===== config.mk =====
export PLATFORM = sky130hd
export DESIGN_NAME = partselect_stream_wrapper_flat
export DESIGN_NICKNAME = d
export VERILOG_FILES = /design/src/rtl/partselect_pkg.sv /design/src/rtl/partselect_stream_wrapper_if.sv /design/src/rtl/partselect_fifo.sv /design/src/rtl/partselect_stream_wrapper.sv /design/src/flat_wrapper.sv
export SDC_FILE = /design/constraint.sdc
export NUM_CORES = 1
export LEC_CHECK = 0
export ABC_AREA = 1
export CORE_MARGIN = 1
export CORE_UTILIZATION = 34
export CTS_BUF_LIST = sky130_fd_sc_hd__clkbuf_8
export DETAILED_ROUTE_END_ITERATION = 16
export PLACE_DENSITY_LB_ADDON = 0.25
export SYNTH_ARGS = -nofsm -noshare
export SYNTH_HDL_FRONTEND = slang
export SYNTH_SLANG_ARGS = --single-unit

===== constraint.sdc =====
create_clock -name clk -period 4.2 [get_ports clk]
set_input_delay 0.84 -clock clk [delete_from_list [all_inputs] [get_ports clk]]
set_output_delay 0.84 -clock clk [all_outputs]
set_load 0.01 [all_outputs]

===== src/rtl/partselect_pkg.sv =====
// Shared widths and helpers for the part-select stream wrapper.
// Latency: n/a (package). Backpressure: n/a.
// Contents: default widths, sel_bits() used for both selects, out_w() for the result width.
package partselect_pkg;

  localparam int DATA_W_DEF = 8;
  localparam int IDX_W_DEF  = 4;
  localparam int SEL1_W_DEF = 4;
  localparam int SEL2_W_DEF = 3;
  localparam int DEPTH_DEF  = 4;
  localparam int WRAP_DEF   = 0;
  localparam int CNT_W_DEF  = 8;

  // Widest data word sel_bits() can handle; DATA_W must not exceed this.
  localparam int SEL_MAX = 64;

  // Returns data[idx +: w] in the low w bits. Positions at or beyond data_w read
  // as 0, or wrap modulo data_w when wrap is set.
  function automatic logic [SEL_MAX-1:0] sel_bits(input logic [SEL_MAX-1:0] data,
                                                  input int data_w,
                                                  input int idx,
                                                  input int w,
                                                  input bit wrap);
    logic [SEL_MAX-1:0] r;
    int p;
    int pm;
    r = '0;
    for (int k = 0; k < SEL_MAX; k++) begin
      p  = idx + k;
      pm = p % data_w;
      if (k < w) begin
        if (p < data_w) begin
          r[k] = data[p[5:0]];
        end else if (wrap) begin
          r[k] = data[pm[5:0]];
        end
      end
    end
    return r;
  endfunction

  function automatic int out_w(input int s1w = SEL1_W_DEF, input int s2w = SEL2_W_DEF);
    return s1w + s2w + 1;
  endfunction

endpackage


===== src/rtl/partselect_stream_wrapper_if.sv =====
// Stream bundle between the fuzz harness and the part-select wrapper.
// Latency: n/a (wires only). Backpressure: in_ready/out_ready carried here.
// Ports: in_flat/in_valid/in_ready, out_flat/out_valid/out_ready, ovf_clr, ovf_count.
interface partselect_stream_wrapper_if
  import partselect_pkg::*;
#(
  parameter int DATA_W = DATA_W_DEF,
  parameter int IDX_W  = IDX_W_DEF,
  parameter int SEL1_W = SEL1_W_DEF,
  parameter int SEL2_W = SEL2_W_DEF,
  parameter int CNT_W  = CNT_W_DEF
);
  localparam int OUT_W = out_w(SEL1_W, SEL2_W);

  logic [2*DATA_W+IDX_W-1:0] in_flat;
  logic                      in_valid;
  logic                      in_ready;
  logic [OUT_W-1:0]          out_flat;
  logic                      out_valid;
  logic                      out_ready;
  logic                      ovf_clr;
  logic [CNT_W-1:0]          ovf_count;

  // master: the stream producer/consumer; slave: the wrapper.
  modport master (
    output in_flat, in_valid, out_ready, ovf_clr,
    input  in_ready, out_flat, out_valid, ovf_count
  );

  modport slave (
    input  in_flat, in_valid, out_ready, ovf_clr,
    output in_ready, out_flat, out_valid, ovf_count
  );

endinterface


===== src/rtl/partselect_fifo.sv =====
// Synchronous FIFO with wrap-bit pointers; head is 0 while empty.
// Latency: a push is visible at the head the cycle after it is written.
// Backpressure: push ignored while full (even if popping), pop ignored while empty.
// Ports: clk, rst_n, push/push_dat, pop, head, full, empty.
module partselect_fifo #(
  parameter int WIDTH = 8,
  parameter int DEPTH = 4
) (
  input  logic             clk,
  input  logic             rst_n,
  input  logic             push,
  input  logic [WIDTH-1:0] push_dat,
  input  logic             pop,
  output logic [WIDTH-1:0] head,
  output logic             full,
  output logic             empty
);
  localparam int AW = $clog2(DEPTH);

  logic [WIDTH-1:0] mem [DEPTH];
  logic [AW:0]      wr_ptr;
  logic [AW:0]      rd_ptr;
  logic             do_push;
  logic             do_pop;

  assign empty   = (wr_ptr == rd_ptr);
  assign full    = (wr_ptr[AW] != rd_ptr[AW]) && (wr_ptr[AW-1:0] == rd_ptr[AW-1:0]);
  assign do_push = push && !full;
  assign do_pop  = pop && !empty;
  assign head    = empty ? '0 : mem[rd_ptr[AW-1:0]];

  always_ff @(posedge clk or negedge rst_n) begin
    if (!rst_n) begin
      wr_ptr <= '0;
      rd_ptr <= '0;
    end else begin
      if (do_push) wr_ptr <= wr_ptr + (AW+1)'(1);
      if (do_pop)  rd_ptr <= rd_ptr + (AW+1)'(1);
    end
  end

  // Storage needs no reset: entries are only read between push and pop.
  always_ff @(posedge clk) begin
    if (do_push) mem[wr_ptr[AW-1:0]] <= push_dat;
  end

endmodule


===== src/rtl/partselect_stream_wrapper.sv =====
// Part-select of data1/data2 at idx with overflow flag, buffered in an output FIFO.
// Latency: 2 cycles minimum (compute register s1, then FIFO head).
// Backpressure: s1 holds while the FIFO is full; in_ready = !s1_valid || !fifo_full.
// Ports: clk, rst_n, bus (slave side of partselect_stream_wrapper_if).
module partselect_stream_wrapper
  import partselect_pkg::*;
#(
  parameter int DATA_W    = DATA_W_DEF,
  parameter int IDX_W     = IDX_W_DEF,
  parameter int SEL1_W    = SEL1_W_DEF,
  parameter int SEL2_W    = SEL2_W_DEF,
  parameter int DEPTH     = DEPTH_DEF,
  parameter int WRAP_MODE = WRAP_DEF,
  parameter int CNT_W     = CNT_W_DEF
) (
  input logic clk,
  input logic rst_n,
  partselect_stream_wrapper_if.slave bus
);
  localparam int OUT_W = out_w(SEL1_W, SEL2_W);
  localparam int IN_W  = 2*DATA_W + IDX_W;

  logic [DATA_W-1:0] data1;
  logic [DATA_W-1:0] data2;
  logic [IDX_W-1:0]  idx;
  logic [SEL1_W-1:0] sel1;
  logic [SEL2_W-1:0] sel2;
  logic              ovf;
  logic [OUT_W-1:0]  comp_dat;

  logic              s1_valid;
  logic [OUT_W-1:0]  s1_dat;
  logic              fifo_full;
  logic              fifo_empty;
  logic              in_ready;
  logic              in_hs;
  logic [CNT_W-1:0]  ovf_cnt;

  assign data1 = bus.in_flat[IN_W-1 -: DATA_W];
  assign data2 = bus.in_flat[IDX_W +: DATA_W];
  assign idx   = bus.in_flat[IDX_W-1:0];

  // Sums done in 32-bit int so idx + width can never wrap.
  assign ovf = (int'(idx) + SEL1_W > DATA_W) || (int'(idx) + SEL2_W > DATA_W);

  assign sel1 = SEL1_W'(sel_bits(SEL_MAX'(data1), DATA_W, int'(idx), SEL1_W, WRAP_MODE != 0));
  assign sel2 = SEL2_W'(sel_bits(SEL_MAX'(data2), DATA_W, int'(idx), SEL2_W, WRAP_MODE != 0));
  assign comp_dat = {sel1, sel2, ovf};

  // Registered state only: no path from in_valid or out_ready.
  assign in_ready     = !s1_valid || !fifo_full;
  assign bus.in_ready = in_ready;
  assign in_hs        = bus.in_valid && in_ready;

  always_ff @(posedge clk or negedge rst_n) begin
    if (!rst_n) begin
      s1_valid <= 1'b0;
      s1_dat   <= '0;
    end else if (in_hs) begin
      s1_valid <= 1'b1;
      s1_dat   <= comp_dat;
    end else if (s1_valid && !fifo_full) begin
      s1_valid <= 1'b0;
    end
  end

  partselect_fifo #(
    .WIDTH (OUT_W),
    .DEPTH (DEPTH)
  ) u_fifo (
    .clk      (clk),
    .rst_n    (rst_n),
    .push     (s1_valid),
    .push_dat (s1_dat),
    .pop      (bus.out_ready),
    .head     (bus.out_flat),
    .full     (fifo_full),
    .empty    (fifo_empty)
  );

  assign bus.out_valid = !fifo_empty;

  // Clear takes priority over a same-cycle increment; increment saturates.
  always_ff @(posedge clk or negedge rst_n) begin
    if (!rst_n) begin
      ovf_cnt <= '0;
    end else if (bus.ovf_clr) begin
      ovf_cnt <= '0;
    end else if (in_hs && ovf && (ovf_cnt != {CNT_W{1'b1}})) begin
      ovf_cnt <= ovf_cnt + CNT_W'(1);
    end
  end

  assign bus.ovf_count = ovf_cnt;

endmodule

===== src/flat_wrapper.sv =====
// flat-port wrapper written by rule: the top's interface ports become plain ports
module partselect_stream_wrapper_flat import partselect_pkg::*;
#(
  parameter int DATA_W    = DATA_W_DEF,
  parameter int IDX_W     = IDX_W_DEF,
  parameter int SEL1_W    = SEL1_W_DEF,
  parameter int SEL2_W    = SEL2_W_DEF,
  parameter int DEPTH     = DEPTH_DEF,
  parameter int WRAP_MODE = WRAP_DEF,
  parameter int CNT_W     = CNT_W_DEF
)
  (clk, rst_n, bus_in_flat, bus_in_valid, bus_out_ready, bus_ovf_clr, bus_in_ready, bus_out_flat, bus_out_valid, bus_ovf_count);
  partselect_stream_wrapper_if #(.DATA_W(DATA_W), .IDX_W(IDX_W), .SEL1_W(SEL1_W), .SEL2_W(SEL2_W), .CNT_W(CNT_W)) bus_i ();
  input logic clk;
  input logic rst_n;
  input wire logic [$bits(bus_i.in_flat)-1:0] bus_in_flat;
  input wire logic [$bits(bus_i.in_valid)-1:0] bus_in_valid;
  input wire logic [$bits(bus_i.out_ready)-1:0] bus_out_ready;
  input wire logic [$bits(bus_i.ovf_clr)-1:0] bus_ovf_clr;
  output wire logic [$bits(bus_i.in_ready)-1:0] bus_in_ready;
  output wire logic [$bits(bus_i.out_flat)-1:0] bus_out_flat;
  output wire logic [$bits(bus_i.out_valid)-1:0] bus_out_valid;
  output wire logic [$bits(bus_i.ovf_count)-1:0] bus_ovf_count;
  assign bus_i.in_flat = bus_in_flat;
  assign bus_i.in_valid = bus_in_valid;
  assign bus_i.out_ready = bus_out_ready;
  assign bus_i.ovf_clr = bus_ovf_clr;
  assign bus_in_ready = bus_i.in_ready;
  assign bus_out_flat = bus_i.out_flat;
  assign bus_out_valid = bus_i.out_valid;
  assign bus_ovf_count = bus_i.ovf_count;
  partselect_stream_wrapper #(.DATA_W(DATA_W), .IDX_W(IDX_W), .SEL1_W(SEL1_W), .SEL2_W(SEL2_W), .DEPTH(DEPTH), .WRAP_MODE(WRAP_MODE), .CNT_W(CNT_W)) u_core (.clk(clk), .rst_n(rst_n), .bus(bus_i));
endmodule

==> impl_metrics.toml <==
[status]
status = "complete, but fails checks"
violations = "DRC"

[power_and_ir_drop]
p_seq_share_pct = 42.7
switching_share_pct = 38.5
switchingPower_mw = 0.780
cellLeakagePower_nw = 1.68
vdd_drop_max_mv = 0.237
p_comb_share_pct = 42.4
pwr-share-clk_pct = 14.9
power_density_nw_per_um2 = 545
intPower_mw = 1.25

[sta]
post-route-period-util_pct = 79.5
setup_viol = 0
rsz0062_at_grt = "false"
worst_pin_slew_ns = 0.788
max_slew_margin_pct = 47.3
maxSlewViolCount = 0
max_freq_ghz = 0.300
fin_crit_ns = 3.34
worst_slack_ns = 0.863
fin_tns_setup_ns = 0
finClkSkew_ns = 0.0107
hold_violations = 0

[placement]
dp_cells = 496
io_buffers = 42
dp_slack_ns = 1.02
hpwlAfterDp_um = 4580
gp_congestion = 0.864

[drt]
routed_wl_um = 6300
via_per_inst = 4.85
wl_met3_um = 277
postRouteAntennaNets = 0
drc = 1
dr.first_iter.drc_count = 145
wl_met2_um = 3010
avgRoutedWirePerCell_um = 12.5
via_count = 2446
dr.max_layer_used = "met4"
drt_first_pass_iters = 10
met1_length_um = 2890

[setup_path]
critPathLaunchType = "register"
crit_chain = "inv_1, o21ai_0, o22ai_1, nand2_1, inv_1, clkdlybuf4s50_1"
cp.required_ns = 3.36
critPathTopFamily = "buffers and inverters"
worst-path-buf-inv = 3
worstSetupPathType = "reg -> out"
r2r-start = "u_core.u_fifo.rd_ptr[0]$_DFFE_PN0P_"
cpMaxStageDelayCell = "dfrtp_1"
critPathCaptureType = "output port"
cp_common_cell = "inv_1"
max_stage_delay_ns = 0.76
setup.worst_path.start = "u_core.u_fifo.rd_ptr[0]$_DFFE_PN0P_"
r2r_slack_ns = 2.07
cp_max_fo = 19
crit_arrival_ns = 2.50

[logic_synthesis]
synth.avg_cell_area_um2 = 8.80
synth_nets = 392
ys_seq_area_share_pct = 49.0
muxShareOfSynthArea_pct = 0.319
ys_types = 34
synth_xor_area_share_pct = 3.67
synth_top_family_by_area = "simple AND/OR/NAND/NOR gates"
synthSimpleGateAreaFrac_pct = 27.6
ys_seq_elements = 55
synth-edff-count = 32
synth_flop_cell = "edfxtp_1"
async_reset_ff_share_pct = 41.8
syn-cell-area_um2 = 3130
syn_inst = 356
yosys.area_share.adder_pct = 4.39
synth_compound_area_share_pct = 7.95
yosys_warnings = 0

[die]
fp.dieArea_um2 = 9600
core-area_um2 = 8810
rows = 34
die_w_um = 98.0
start_util_pct = 35.6
die_h_um = 98.0
ioPinCount = 43

[worst_hold_path]
hold_start = "u_core.u_fifo.wr_ptr[2]$_DFFE_PN0P_"
hp-class = "reg -> reg"

[global_route]
grtUsageTotal_pct = 14.1
grt_pass1_wl_um = 10900
globalRouteOverflowTotal = 0
grt_max_degree = 24
antenna_found_initial = 0
grt_pass1_vias = 2258

[clock_network]
cts_setup_buffers = 0
hold_buffers = 0
clock_path_buffers = 2
clkSinkCount = 55
cts_tree = "yes"
postCtsResizedCells = 0
htreeDepth = 2
clock_tree.root_cell = "clkbuf_8"
cts.clk_slew.worst_paths_ns = 0.10
cts_buffers = 5
clk_latency_ns = 0.31

[run]
maxCapViolCount = 0

[finish]
drive_above_1_share_pct = 8.59
instances_no_fill = 504
nNetsFinal = 431
areaGrowthSynthToFinish_pct = 18.7
antenna_cells = 0
-- kinds of logic (layout without fill, tap and decap cells) --
kind of cell    Yosys count  count (layout)
simple gates            184             184
fa+ha+maj                11              11
compound gates           46              46
flops                    55              55
mux                       1               1
xor+xnor                 11              11
buf+inv                  48              88
-- sequential cells by signal, summed over array words and instances (netlist names) --
signal	flops
u_core.s1_valid	1
u_core.u_fifo.wr_ptr	3
u_core.s1_dat	8
u_core.u_fifo.mem	32
u_core.u_fifo.rd_ptr	3
u_core.bus.ovf_count	8
-- placed cells by master, fill, tap and decap left out, types with 2 or more instances in the layout --
cell and instances:
o22ai_1 8, nor2_1 29, nor2_2 2, nand4_1 10
nand2_2 7, or2_2 3, o21ai_0 26, dfrtp_1 23
buf_4 2, ha_1 11, o21ai_1 3, clkdlybuf4s50_1 42
nand2_4 2, nand3_1 30, xor2_1 10, nand4_4 2
inv_1 32, clkbuf_8 5, inv_4 2, a21oi_1 6
nand2_1 95, edfxtp_1 32, inv_6 2
-- metrics by stage --
step	total power, mW	hold slack [ns]	cell area, um2	utilization [%]
after floorplan	1.42	0.463	3130	-
after global placement	1.72	0.482	3620	41.1
after detailed placement	1.75	0.485	3620	41.1
after CTS	2.06	0.501	3720	42.2
after global routing	2.20	0.554	3720	42.2
final	2.03	0.501	3720	42.2
-- area by class of cell --
cell class / instances / area, um2
Fill cell: 884 / 5090
Sequential cell: 55 / 1540
Multi-Input combinational cell: 253 / 1380
Timing Repair Buffer: 44 / 435
Inverter: 36 / 140
Tap cell: 108 / 135
Clock buffer: 5 / 68.8
Clock inverter: 3 / 26.3
-- power by group through the flow --
stage | logic, mW | registers [mW] | clock network [mW]
final | 0.858 | 0.865 | 0.302
after detailed placement | 0.872 | 0.880 | 0
after CTS | 0.875 | 0.868 | 0.316
after global placement | 0.849 | 0.875 | 0
after global routing | 0.970 | 0.892 | 0.335
after floorplan | 0.608 | 0.815 | 0
-- cells in the mapped netlist (5+ instances only) --
| cell type | instances | area share [%] |
|---|---|---|
| nand2_1 | 95 | 11 |
| inv_1 | 32 | 3.8 |
| nor2_1 | 29 | 3.5 |
| nand3_1 | 30 | 4.8 |
| dfrtp_1 | 23 | 18 |
| o22ai_1 | 8 | 1.6 |
| a21oi_1 | 6 | 0.96 |
| nand2_2 | 7 | 1.4 |
| nand4_1 | 10 | 2.0 |
| xor2_1 | 10 | 2.8 |
| ha_1 | 11 | 4.4 |
| o21ai_0 | 26 | 4.2 |
| edfxtp_1 | 32 | 31 |
| buf_2 | 5 | 0.80 |
-- routing by layer --
metal / global-route usage [%] / vias up
li1: - / 1258
met1: 18.4 / 1121
met2: 23.4 / 57
met3: 2.51 / 10
met4: 5.13 / 0
met5: 0 / -
-- path summary, 6_finish.rpt --
check / end / depth (start not counted)
setup reg to reg: u_core.u_fifo.mem[0][5]$_DFFE_PP_ / 4
min in group asynchronous: u_core.u_fifo.rd_ptr[0]$_DFFE_PN0P_ / 2
setup / recovery: bus_out_flat[5] / 6
hold / removal: u_core.u_fifo.wr_ptr[2]$_DFFE_PN0P_ / 1
max in group asynchronous: u_core.bus.ovf_count[5]$_DFFE_PN0P_ / 2
hold reg to reg: u_core.u_fifo.wr_ptr[2]$_DFFE_PN0P_ / 1
(Power assumes the default switching activity.)
==> RTL edit 1: new RTL, same settings <==
Make the reset (`rst_n`) synchronous in 3 clocked blocks.
--- a/src/rtl/partselect_fifo.sv
+++ b/src/rtl/partselect_fifo.sv
@@ -30,5 +30,5 @@
   assign head    = empty ? '0 : mem[rd_ptr[AW-1:0]];
 
-  always_ff @(posedge clk or negedge rst_n) begin
+  always_ff @(posedge clk) begin
     if (!rst_n) begin
       wr_ptr <= '0;
--- a/src/rtl/partselect_stream_wrapper.sv
+++ b/src/rtl/partselect_stream_wrapper.sv
@@ -53,5 +53,5 @@
   assign in_hs        = bus.in_valid && in_ready;
 
-  always_ff @(posedge clk or negedge rst_n) begin
+  always_ff @(posedge clk) begin
     if (!rst_n) begin
       s1_valid <= 1'b0;
@@ -82,5 +82,5 @@
 
   // Clear takes priority over a same-cycle increment; increment saturates.
-  always_ff @(posedge clk or negedge rst_n) begin
+  always_ff @(posedge clk) begin
     if (!rst_n) begin
       ovf_cnt <= '0;
Function: differs if rst_n is asserted again (counterexample within 4 cycles, from zero or initial values and one cycle with rst_n low); with rst_n held inactive, the same outputs for 10 cycles.
==> RTL edit 1 against the unedited design <==
Routed wire length increased by 0.86%. Global-route usage is 1.4 points higher. Design area increased by 0.94%. Critical path type unchanged. Worst setup slack gained 0.18 ns. Critical endpoint is now bus_out_flat[6]. Sequential cell count up 2. Highest routed layer unchanged. Non-clock buffer count fell by 1. Die area down 3.2%. Critical path depth unchanged. Synthesized area is 3.2% lower. Maximum frequency increased by 5.6%.
Power is not compared: it rests on default switching activity, and its combinational part moved more than twofold at a synthesized area within 25%.
==> RTL edit 1: results (changes against the unedited design) <==
Run status = finished clean
Routed wire length = 6350 um (+0.86%)
Insertion delay to the later sink of the worst-skew pair = 0.33 ns (+0.02 ns)
Largest net degree at the start of global routing = 30 (+25%)
Root buffer cell = clkbuf_8
Worst VDD drop = 146 uV
Worst-Margin Slew = 0.807 ns (+0.0196 ns)
Number of buffers created by CTS = 9 (+4)
Mapped Nets = 404 (+3.1%)
Clock buffer depth = 2 (unchanged)
Worst reg2reg setup slack = 2.22 ns (+0.15 ns)
Total number of vias = 2533 (+3.6%)
Synth top cells by count = nand2_1, nor2_1, nand3_1
Final nets = 448 (+3.9%)
Filler cells = 904 (+2.3%)
Final hold slack = 0.496 ns (-0.00484 ns)
Seq/Total Area, Yosys = 48.2% (-0.84 points)
Vias in the first global route = 2334 (+3.4%)
Clock Skews = 0.00700 ns (-0.00368 ns)
Number of diodes = 0 (unchanged)
Non-filler cells, final = 524 (+4.0%)
First-pass GRT wire length = 10900 um (-0.32%)
MaxCap Viol Count = 0 (unchanged)
Max FO, Critical Path = 17 (-2)
Worst Path Arrival = 2.32 ns (-0.18 ns)
EDFF count, synth = 32 (unchanged)
DP Area = 3540 um^2 (-2.2%)
Synth warnings = 0 (unchanged)
Drt first-iter violations = 83 (-43%)
Antenna violations before repair = 0 (unchanged)
Headroom to the max-slew limit = 46.0% (-1.3 points)
Share of cells above drive strength 1 = 8.17% (-0.41 points)
# DRC = 0 (-1)
Detailed placer's ending HPWL = 4650 um (+1.4%)
Peak Freq = 317 MHz (+5.6%)
Largest register FFs = 32 (unchanged)
Worst slack, placed = 1.18 ns (+0.162 ns)
Lkg Pwr = 1.53 nW
Post-CTS Setup Bufs = 0 (unchanged)
Async S/R FF share, synth = 0% (-42 points)
GRT Total Usage = 15.5% (+1.4 points)
Synth cell types = 30 (-12%)
Hold Path Class = flip-flop to flip-flop
Placed insts = 508 (+2.4%)
Post-route cell area = 3750 um^2 (+0.94%)
DRT Pass-1 Iters = 4 (-6)
H-tree levels = 3 (+1)
GPL Wtd Cong = 0.867 (+0.35%)
Post-cts gate resize count = 0 (unchanged)
Port buffer count = 42 (unchanged)
Synth Flop Type = edfxtp_1
Synth area leaders = edfxtp_1, dfxtp_1, nand2_1
CTS clk-pin slew, worst paths = 0.07 ns (-0.03 ns)
Synth Area per Inst = 8.26 um^2 (-6.1%)
[RTL edit 1: changes by cell type after synthesis, sizes merged, moves of 7 or more]
cell,before,now
nand4,12,5
dfrtp,23,0
o211ai,1,9
nand2,104,93
o21ai,29,20
o22ai,8,0
a21oi,6,24
dfxtp,0,25
nor2,32,41
o32ai,0,8
[RTL edit 1: final timing paths]
path                                        startpoint                           endpoint  depth (start not counted)
setup / recovery                             flip-flop                    bus_out_flat[6]                          6
hold / removal           u_core.s1_dat[6]$_SDFFE_PN0P_  u_core.u_fifo.mem[3][6]$_DFFE_PP_                          0
setup reg to reg  u_core.u_fifo.wr_ptr[1]$_SDFFE_PN0P_  u_core.u_fifo.mem[2][2]$_DFFE_PP_                          6
hold reg to reg          u_core.s1_dat[6]$_SDFFE_PN0P_  u_core.u_fifo.mem[3][6]$_DFFE_PP_                          0
[RTL edit 1: cell families after synthesis]
| kind of cell | count (synthesis) | synth area share (%) |
|---|---|---|
| AOI/OAI and AO/OA | 63 | 12.3 |
| and+or+nand+nor | 176 | 25.3 |
| adders and majority gates | 12 | 4.95 |
| xor gates and xnor gates | 7 | 2.27 |
| DFF | 57 | 48.2 |
| buffers and inverters | 52 | 6.93 |
[RTL edit 1: power breakdown]
group	switching (mW)	internal, mW	total (mW)
clock	0.209	0.328	0.537
sequential	0.0312	0.614	0.645
combinational	0.161	0.136	0.297
total	0.401	1.08	1.48
[RTL edit 1: final cells by class]
cell class	count	area share, %
clock buffers	9	3.30
clock inverters	7	2.30
inverters	42	4.20
multi-input cells	258	36.2
flip-flops and latches	57	38.9
well taps	108	3.60
repair buffers	43	11.4
[RTL edit 1: metal layers]
metal	wire length, um	global-route usage [%]	vias to the layer above	share of wire (%)
li1	-	-	1323	-
met1	3020	20.2	1144	48
met4	65	5.64	0	1.0
met2	3000	25.1	59	47
met5	0	0	-	0
met3	268	3.68	7	4.2
[RTL edit 1: critical path, stage by stage (launching register included)]
cell	delay, ns
dfxtp_1	0.49
inv_1	0.47
nor2_1	0.09
o32ai_1	0.27
nand2_1	0.09
inv_1	0.06
clkdlybuf4s50_1	0.52
==> RTL edit 2: new RTL, same settings <==
Made on the original files. Change the package constant `WRAP_DEF` from 0 to 1.
--- a/src/rtl/partselect_pkg.sv
+++ b/src/rtl/partselect_pkg.sv
@@ -9,5 +9,5 @@
   localparam int SEL2_W_DEF = 3;
   localparam int DEPTH_DEF  = 4;
-  localparam int WRAP_DEF   = 0;
+  localparam int WRAP_DEF   = 1;
   localparam int CNT_W_DEF  = 8;
 
Behaviour: not the same (a bounded check fails within 4 cycles, from zero or initial values and one cycle with rst_n low).
==> RTL edit 2 against the unedited design <==
Clock power up 11%. Highest routed layer unchanged. Routed wire length is 1.1% lower. Final cell count fell by 3.8%. Total power grew 2.9%. Synthesized area shrank 3.4%. Clock skew grew 0.0020 ns. Count of clock-buffer cells in the layout unchanged. Core utilization is 0.26 points lower. Worst setup slack worse by 0.042 ns. Sequential cell count stayed put. Design area decreased by 2.1%. Largest power group unchanged. Sequential share of layout area up 0.87 points. Maximum frequency shrank 1.2%.
==> RTL edit 2: results (changes against the unedited design) <==
Run status = finished clean
First-pass GRT wire length = 10100 um (-7.2%)
GPL Wtd Cong = 0.881 (+2.0%)
Worst slack, placed = 0.914 ns (-0.103 ns)
Crit path from = u_core.u_fifo.rd_ptr[1]$_DFFE_PN0P_
Max FO, Critical Path = 11 (-8)
Final Max Tran Viols = 0 (unchanged)
Drt first-iter violations = 92 (-37%)
CTS clk-pin slew, worst paths = 0.09 ns
Sw Pwr = 0.771 mW (-1.2%)
Clk. pwr = 0.336 mW (+11%)
Post-cts gate resize count = 0 (unchanged)
Drt wl/cell = 12.8 um (+2.8%)
Net Sw Frac = 37.0% (-1.5 points)
Via density per instance = 4.81 (-0.97%)
R2r endpoint = u_core.u_fifo.mem[1][1]$_DFFE_PP_
R2R depth = 6 (+2)
Lkg Pwr = 1.67 nW (-0.60%)
Synth area leaders = edfxtp_1, dfrtp_1, nand2_1
Share of cells above drive strength 1 = 6.37% (-2.2 points)
Post-Route M1 WL = 2970 um (+2.7%)
Synth cell types = 34 (unchanged)
Met2 wire len = 2780 um (-7.6%)
Worst reg2reg setup slack = 2.04 ns (-0.03 ns)
Hold Path Class = flip-flop to flip-flop
Placed insts = 477 (-3.8%)
Metal3 WL = 321 um (+16%)
Async S/R FF share, synth = 41.8% (unchanged)
Combinational power share = 41.6% (-0.8 points)
Post-CTS Setup Bufs = 0 (unchanged)
DRT Pass-1 Iters = 4 (-6)
Highest routing layer actually used = met4
Tmin final = 3.38 ns (+0.0416 ns)
Routed wire length = 6230 um (-1.1%)
Headroom to the max-slew limit = 46.3% (-1.0 points)
Hold Path Stages = 1 (unchanged)
Filler cells = 885 (+0.11%)
Vias in the first global route = 2132 (-5.6%)
Final nets = 412 (-4.4%)
Mapped Nets = 369 (-5.9%)
CP top delay family = simple AND/OR/NAND/NOR gates
Detailed placer's ending HPWL = 4480 um (-2.2%)
Largest net degree at the start of global routing = 24 (unchanged)
Clock Skews = 0.0127 ns (+0.00203 ns)
Final hold slack = 0.515 ns (+0.0140 ns)
Worst Path Arrival = 2.54 ns (+0.04 ns)
Seq/Total Area, Yosys = 50.7% (+1.7 points)
Worst VDD drop = 216 uV (-8.7%)
GRT Total Usage = 14.6% (+0.52 points)
Worst Setup EP = bus_out_flat[6]
Synth Area per Inst = 9.09 um^2 (+3.3%)
Slowest Stage Delay on Critical Path = 0.55 ns (-0.21 ns)
Synth top cells by count = nand2_1, inv_1, edfxtp_1, nand3_1, nor2_1
## RTL edit 2: logic make-up (layout without fill, tap and decap cells)
group / count (synthesis) / in the layout / share of synthesized area, %
AOI/OAI and AO/OA: 35 / 35 / 6.45
buffers and inverters: 48 / 92 / 7.27
DFF: 55 / 55 / 50.7
and+or+nand+nor: 163 / 163 / 24.3
muxes: 10 / 10 / 3.31
xor gates and xnor gates: 11 / 11 / 3.43
adders and majority gates: 11 / 11 / 4.55
## RTL edit 2: per-layer routing
layer  vias up  track usage [%]
li1       1190                -
met4         0             6.62
met2        60             23.5
met5         -                0
met3        14             2.43
met1      1067             19.4
## RTL edit 2: cell type report
class	instances	area share (%)
multi-input cells	230	34.9
clock buffers	5	1.89
repair buffers	45	12.2
inverters	39	4.09
flip-flops and latches	55	42.2
well taps	108	3.71
clock inverters	3	1.03
## RTL edit 2: metrics by stage
stage,util [%],instance area [um^2]
finish,42.0,3640
CTS,42.0,3640
global placement,40.7,3530
floorplan,-,3030
detailed placement,40.7,3530
global route,42.0,3640
